==> config.mk <==
export PLATFORM = sky130hd
export DESIGN_NAME = mod_sram32k_ctrl
export DESIGN_NICKNAME = d
export VERILOG_FILES = /design/src/rtl/mod_sram32k_ctrl.sv
export SDC_FILE = /design/constraint.sdc
export NUM_CORES = 1
export LEC_CHECK = 0
export BUFFER_PORTS_ARGS = -buffer_cell sky130_fd_sc_hd__buf_2
export CAP_MARGIN = 10
export CORE_MARGIN = 2
export CORE_UTILIZATION = 50
export CTS_BUF_LIST = sky130_fd_sc_hd__clkbuf_8
export CTS_CLUSTER_DIAMETER = 60
export CTS_CLUSTER_SIZE = 12
export DETAILED_ROUTE_END_ITERATION = 6
export PLACE_DENSITY = 0.82
export RECOVER_POWER = 50
export SLEW_MARGIN = 40
export SYNTH_ARGS = -nofsm -noshare
export SYNTH_HDL_FRONTEND = slang
export SYNTH_SLANG_ARGS = --single-unit
==> constraint.sdc <==
create_clock -name clk -period 2.4 [get_ports clk]
set_input_delay 0.12 -clock clk [delete_from_list [all_inputs] [get_ports clk]]
set_output_delay 0.12 -clock clk [all_outputs]
set_load 0.005 [all_outputs]
==> src/rtl/mod_sram32k_ctrl.sv <==
// Single-beat initiator for a 32K x 8 asynchronous SRAM: sequences CS_N/OE_N/WE_N
// with programmable wait states and returns read data with a one-cycle strobe.
module mod_sram32k_ctrl #(
  parameter int unsigned ADDR_W      = 15,
  parameter int unsigned DATA_W      = 8,
  parameter int unsigned WAIT_CYCLES = 2,
  parameter int unsigned TURN_CYCLES = 1
) (
  input  logic              clk,
  input  logic              rst_n,
  input  logic              req_valid_i,
  output logic              req_ready_o,
  input  logic              req_we_i,
  input  logic [ADDR_W-1:0] req_addr_i,
  input  logic [DATA_W-1:0] req_wdata_i,
  output logic              rsp_valid_o,
  output logic [DATA_W-1:0] rsp_rdata_o,
  output logic [ADDR_W-1:0] sram_a_o,
  output logic [DATA_W-1:0] sram_dq_o,
  input  logic [DATA_W-1:0] sram_dq_i,
  output logic              sram_dq_oe_o,
  output logic              sram_cs_n_o,
  output logic              sram_oe_n_o,
  output logic              sram_we_n_o
);

  localparam int unsigned CNT_W = $clog2(WAIT_CYCLES + TURN_CYCLES) + 1;

  typedef enum logic [2:0] {
    S_IDLE,
    S_SETUP,
    S_RD_WAIT,
    S_WR_PULSE,
    S_WR_HOLD,
    S_TURN
  } state_e;

  state_e            state_q, state_d;
  logic [CNT_W-1:0]  cnt_q, cnt_d;
  logic              we_q, we_d;
  logic              ready_q, ready_d;
  logic              rsp_valid_q, rsp_valid_d;
  logic [DATA_W-1:0] rdata_q, rdata_d;
  logic [ADDR_W-1:0] a_q, a_d;
  logic [DATA_W-1:0] dq_q, dq_d;
  logic              dq_oe_q, dq_oe_d;
  logic              cs_n_q, cs_n_d;
  logic              oe_n_q, oe_n_d;
  logic              we_n_q, we_n_d;

  // Next state, then pin levels decoded from the state being entered so every pin is a flop.
  always_comb begin
    state_d     = state_q;
    cnt_d       = cnt_q;
    we_d        = we_q;
    a_d         = a_q;
    dq_d        = dq_q;
    rdata_d     = rdata_q;
    rsp_valid_d = 1'b0;
    ready_d     = 1'b0;
    dq_oe_d     = 1'b0;
    cs_n_d      = 1'b1;
    oe_n_d      = 1'b1;
    we_n_d      = 1'b1;

    case (state_q)
      S_IDLE: begin
        if (req_valid_i && ready_q) begin
          state_d = S_SETUP;
          we_d    = req_we_i;
          a_d     = req_addr_i;
          if (req_we_i) dq_d = req_wdata_i;
        end
      end
      S_SETUP: begin
        state_d = we_q ? S_WR_PULSE : S_RD_WAIT;
        cnt_d   = CNT_W'(WAIT_CYCLES - 1);
      end
      S_RD_WAIT: begin
        if (cnt_q == '0) begin
          state_d     = S_TURN;
          cnt_d       = CNT_W'(TURN_CYCLES - 1);
          rdata_d     = sram_dq_i;
          rsp_valid_d = 1'b1;
        end else begin
          cnt_d = cnt_q - CNT_W'(1);
        end
      end
      S_WR_PULSE: begin
        if (cnt_q == '0) begin
          state_d = S_WR_HOLD;
          cnt_d   = '0;
        end else begin
          cnt_d = cnt_q - CNT_W'(1);
        end
      end
      S_WR_HOLD: begin
        state_d = S_IDLE;
        cnt_d   = '0;
      end
      S_TURN: begin
        if (cnt_q == '0) begin
          state_d = S_IDLE;
        end else begin
          cnt_d = cnt_q - CNT_W'(1);
        end
      end
      default: begin
        state_d = S_IDLE;
        cnt_d   = '0;
      end
    endcase

    case (state_d)
      S_IDLE:     ready_d = 1'b1;
      S_SETUP: begin
        cs_n_d = 1'b0;
        if (we_d) dq_oe_d = 1'b1;
        else      oe_n_d  = 1'b0;
      end
      S_RD_WAIT: begin
        cs_n_d = 1'b0;
        oe_n_d = 1'b0;
      end
      S_WR_PULSE: begin
        cs_n_d  = 1'b0;
        we_n_d  = 1'b0;
        dq_oe_d = 1'b1;
      end
      S_WR_HOLD: begin
        cs_n_d  = 1'b0;
        dq_oe_d = 1'b1;
      end
      default: ;
    endcase
  end

  // State and output registers; reset abandons any in-flight access immediately.
  always_ff @(posedge clk or negedge rst_n) begin
    if (!rst_n) begin
      state_q     <= S_IDLE;
      cnt_q       <= '0;
      we_q        <= 1'b0;
      ready_q     <= 1'b1;
      rsp_valid_q <= 1'b0;
      rdata_q     <= '0;
      a_q         <= '0;
      dq_q        <= '0;
      dq_oe_q     <= 1'b0;
      cs_n_q      <= 1'b1;
      oe_n_q      <= 1'b1;
      we_n_q      <= 1'b1;
    end else begin
      state_q     <= state_d;
      cnt_q       <= cnt_d;
      we_q        <= we_d;
      ready_q     <= ready_d;
      rsp_valid_q <= rsp_valid_d;
      rdata_q     <= rdata_d;
      a_q         <= a_d;
      dq_q        <= dq_d;
      dq_oe_q     <= dq_oe_d;
      cs_n_q      <= cs_n_d;
      oe_n_q      <= oe_n_d;
      we_n_q      <= we_n_d;
    end
  end

  assign req_ready_o  = ready_q;
  assign rsp_valid_o  = rsp_valid_q;
  assign rsp_rdata_o  = rdata_q;
  assign sram_a_o     = a_q;
  assign sram_dq_o    = dq_q;
  assign sram_dq_oe_o = dq_oe_q;
  assign sram_cs_n_o  = cs_n_q;
  assign sram_oe_n_o  = oe_n_q;
  assign sram_we_n_o  = we_n_q;

endmodule

# Word-level counts from Yosys, hierarchy flattened
# Cells that the tools add are included.
# op_classes
add_sub_neg,1
reduce_logical,11
muxes,19
eq_ne,9
bitwise,1
# ops
operator,n
$mux W3,6
$pmux W3 S5,1
$eq A3 B2 Y1 const B,4
$pmux W3 S4,1
$logic_not A3 Y1,3
$mux W1,9
$eq A3 B1 Y1 const B,2
$eq A3 B3 Y1 const B,2
$reduce_and A2 Y1,3
$pmux W1 S2,2
$reduce_or A2 Y1,2
$reduce_or A4 Y1,1
$reduce_and A3 Y1,1
$sub A3 B1 Y3 const B,1
$ne A2 B2 Y1 const B,1
$logic_and A1 B1 Y1,1
$not A1 Y1,1
# totals
reg_bits,44
in_bits,35
output_inout_bits,37

# Longest topological paths before layout
# logic_depth
depth_word,6
ltp_mapped,7
depth_no_buf,6

# Least setup slack after synthesis
# No wires, ideal clock.
# synth_timing
path_type,flip-flop to flip-flop
start,register state_q[1]
end,"register a_q[10], in the netlist sram_a_o[10]"
setup_ns,0.125
path_buffers,2
arrival_ns,1.620
slack_ns,0.655
stages_incl_launch_ff,5
path_cell_list,dfrtp_1 > buf_2 > nor4_4 > buf_4 > mux2_2
# synth_between
elab_chain_cells,2
# synth_rtl
element,line,source
"start, declared",38,"state_e state_q, state_d;"
"start signal, assigned",154,state_q <= state_d;
$logic_not A3 Y1,66,case (state_q)
$reduce_and A2 Y1 (no line),n/a,
"end signal, assigned",147,a_q <= '0;
"end signal, assigned",160,a_q <= a_d;
"end, declared",44,"logic [ADDR_W-1:0] a_q, a_d;"
# Every way passes these cells.
# A chain may end at the register's enable or synchronous reset.

# Worst setup path in the final report
# layout_timing
start,register cnt_q[0]
end,register cnt_q[1]
# layout_between
elab_chain_cells,3
# layout_rtl
element,line,source
"start, declared",39,"logic [CNT_W-1:0] cnt_q, cnt_d;"
"start signal, assigned",155,cnt_q <= cnt_d;
$sub A3 B1 Y3 or $logic_not A3 Y1 (tied branches),n/a,
"$mux W3, or another cell as far along",102,if (cnt_q == '0) begin
$pmux W3 S4 or $reduce_and A2 Y1 (tied branches),n/a,
# Parallel ways exist; a longest one is shown, timed or not. The select of a mux whose other input is x is not followed.

==> flow_results.org <==
** Worst setup path
- Measured in cells, the most critical reg-to-reg path has a length of 5.
- Of all nets on the critical path, the largest fanout is 10.
- In this run the critical register-to-register path is captured at cnt_q[1].
- Type of the setup path with the least slack :: reg -> reg
- Kind of launch point of the worst setup path :: flop
- At the worst endpoint, the arrival time is 2140 ps.
- The worst setup path is captured at a flop.
- In this run the critical register-to-register path is launched from cnt_q[0].
- Required arrival time at the worst endpoint :: 2570 ps
- Setup slack, reg-to-reg :: 430 ps

** Hold path
- The worst hold path passes through 3 cells.
- Hold Path Class :: in -> reg
- The startpoint identified for the worst hold timing path is req_we_i.
- The worst hold path terminates at sram_oe_n_o.

** STA
- For the pin with the worst max-slew slack, the measured transition is 1020 ps.
- Hold Violations, Final :: 0
- Counting I/O delays and the setup requirement, the final critical path takes 1970 ps.
- Count of final setup violators :: 0
- Skew final :: 6.62 ps
- Measured against its own limit, the worst slew margin works out to 0.321.
- Period utilization :: 0.821
- After routing, the total negative slack on setup checks comes to 0 ps.
- Static timing analysis puts the maximum clock frequency at 507 MHz.
- The number of max-slew violations in the final report came to 0.
- Unrepaired setup endpoints after global routing :: false

** CTS
- In this run, CTS created clock tree buffers numbering 5.
- The H-tree was split into 2 levels.
- Clock-pin slew reported for the worst setup and hold paths after clock tree synthesis :: 80 ps
- Number of setup buffers added after CTS :: 0
- For this design, the sink count on the clock tree is 44.
- CTS tree :: yes
- Later-pin clock latency in the skew report :: 280 ps
- Buffers inserted to repair hold after CTS numbered 1.
- CTS placed an instance of clkbuf_8 at the clock tree root.
- Post-CTS repair changed the size of 0 cells.
- Maximum buffer depth of the clock tree :: 2

** Route
- Detailed Routing Iterations Pass 1 :: 4
- DRC violation count after routing :: 0
- Summed over all layers, the routed wires come to 3.61 mm.
- Across all layers, the routed design uses 1332 vias.
- Using the TritonRoute via totals, the vias-per-cell ratio works out to 5.18.
- After the first detailed-routing iteration, the DRC count stood at 47.
- In the final routed layout, each cell accounts on average for 14.0 um.
- The detail route stage leaves a number of antenna-violating nets equal to 0.

** Floorplan
- During I/O placement, the number of pins put on the boundary was 72.
- Number of placement rows :: 21
- For this configuration, the core starts out at a cell density of 0.533.
- Full die area :: 0.00414 mm2
- Die height :: 64.3 um
- Width of the die :: 64.3 um
- In this run the standard cell core region covers 0.00342 mm2.

** Placement
- Final weighted congestion in routability-driven placement :: 0.900
- During placement, the flow inserted port buffers numbering 71.
- Summing all placed instances gives a cell area of 0.00222 mm2.
- Detailed placement HPWL :: 2.66 mm

** Layout
- Filler instances :: 255
- Relative to the synthesized area, the layout overhead comes to 27.2%.
- At the end of the flow the core is filled with cells to 0.677.
- 0 antenna diodes ended up in the layout.
- Of the cells placed in the final design, the portion with a size suffix greater than 1 is 0.540.
- The net count of the finished layout is 247.
- Once layout is done, the placed cells without fillers occupy 0.00231 mm2.

** Synth
- Nets in the synthesized netlist :: 172
- In this run the cell area of the synthesized design comes to 0.00182 mm2.
- Cell count after synthesis :: 135
- For this run, the register share of the synthesized area comes to 0.608.
- Yosys mapped the design onto 30 distinct sky130hd cell types.
- Of all cell types, the one taking the most synthesized area is dfrtp_1.
- The Yosys step of the flow raised 0 warnings.
- The share of synthesized area in the top cell type comes to 0.550.
- Number of synthesized register bits :: 44
- Largest cells by area after synthesis :: dfrtp_1 (55%), mux2_2 (19%), dfstp_2 (5.8%), o21ai_0 (3.3%), inv_1 (1.4%)
- A synthesized cell averages 13.5 um2.

** GRT
- The total overflow left after global routing is 0.
- Entering global routing, the biggest net connects 45 pins.
- Wire length of the first global-routing pass :: 5.99 mm
- Via count of the first global-routing pass :: 1348
- Initial antenna violation count :: 0
- Total track usage :: 0.188

** Pwr
- Power density over cell area :: 1290 mW/mm2
- VDD sags by at most 0.750 mV.
- The analysis attributes to cell leakage a power of 1.13 nW.

** Status
- The run finished with clean final reports.

** Job
- The tool flagged a number of max-cap violations equal to 0.
-- kinds of logic (layout without fill, tap and decap cells) --
family / count (synthesis) / after routing / share of synthesized area
flops: 44 / 44 / 0.608
mux: 32 / 32 / 0.197
compound gates: 24 / 24 / 0.0770
simple gates: 19 / 19 / 0.0667
buf+inv: 13 / 89 / 0.0323
fa+ha+maj: 2 / 2 / 0.0138
xor+xnor: 1 / 1 / 0.00482
-- worst max-delay path by stage --
stage               start           end  slack, ps  cells after the start
6_report         cnt_q[0]      cnt_q[1]        430                      5
5_1_grt          cnt_q[0]      cnt_q[1]        310                      5
4_1_cts          cnt_q[0]      cnt_q[1]        450                      5
3_5_place_dp     cnt_q[0]      cnt_q[0]        540                      6
3_3_place_gp     cnt_q[0]      cnt_q[1]        670                      5
2_1_floorplan  state_q[1]  sram_a_o[10]        650                      4
-- critical path, cell delays in order (launching register included) --
cell and delay, ps:
dfrtp_1 420, inv_1 100, ha_1 190, nor2b_1 560
o21ai_0 200, a221o_1 380
-- metrics by stage --
| stage | power (mW) | setup WS (ps) | hold WS (ps) | cells |
|---|---|---|---|---|
| 2_1_floorplan | 2.06 | 655 | -176 | 135 |
| 3_3_place_gp | 2.46 | 670 | 301 | 248 |
| 3_5_place_dp | 2.53 | 542 | 136 | 248 |
| 4_1_cts | 3.01 | 454 | 50.9 | 257 |
| 5_1_grt | 3.20 | 313 | 43.9 | 257 |
| 6_report | 2.98 | 429 | 56.5 | 257 |
-- flip-flops by register name, indices dropped and copies added (netlist names) --
register	count
state_q	3
sram_dq_o	8
req_ready_o	1
sram_oe_n_o	1
sram_dq_oe_o	1
sram_cs_n_o	1
rsp_rdata_o	8
we_q	1
rsp_valid_o	1
sram_a_o	15
cnt_q	3
sram_we_n_o	1
-- cell usage in the layout (no fill, tap or decap), types with 2 or more instances in the layout --
cell      instances
buf_4             2
clkbuf_1          4
nand2_1           6
nor3_1            2
a21oi_1           5
ha_1              2
clkbuf_8          6
o21ai_0          12
dfstp_2           4
inv_1             8
buf_2            66
mux2_2           31
nor2_1            4
dfrtp_1          40
-- area by class of cell --
class	instances	area, um2	area share
clock buffer	6	82.6	0.0357
tap	46	57.6	0.0249
sequential	44	1110	0.478
inverter	7	26.3	0.0114
multi-input combinational	78	654	0.283
timing repair buffer	74	375	0.162
clock inverter	2	11.3	0.00487
-- report_power, final --
part / leakage, nW / switching, mW / internal (mW)
Clock: 0.0486 / 0.230 / 0.229
Combinational: 0.554 / 0.522 / 0.620
Sequential: 0.531 / 0.257 / 1.12
Total: 1.13 / 1.01 / 1.97
-- synthesized netlist by cell type, drive strengths merged --
cell type	instances
nand3	1
nor4	1
ha	2
clkbuf	1
nor2b	1
a221o	1
nor3b	1
o211ai	1
o32ai	1
dfstp	4
nor2	4
buf	5
o21ai	12
a21o	1
a211oi	1
a21oi	5
nor3	3
mux2	31
a31oi	1
nand2	7
dfrtp	40
xnor2	1
mux2i	1
nand2b	1
inv	7
a22oi	1
-- layer usage --
metal / global-route usage / vias up / wire, um
met4: 0.0718 / 0 / 21
li1: - / 621 / -
met5: 0 / - / 0
met2: 0.326 / 47 / 1910
met3: 0.0423 / 2 / 208
met1: 0.228 / 662 / 1470
No activity file was read; power rests on OpenSTA's default activity.
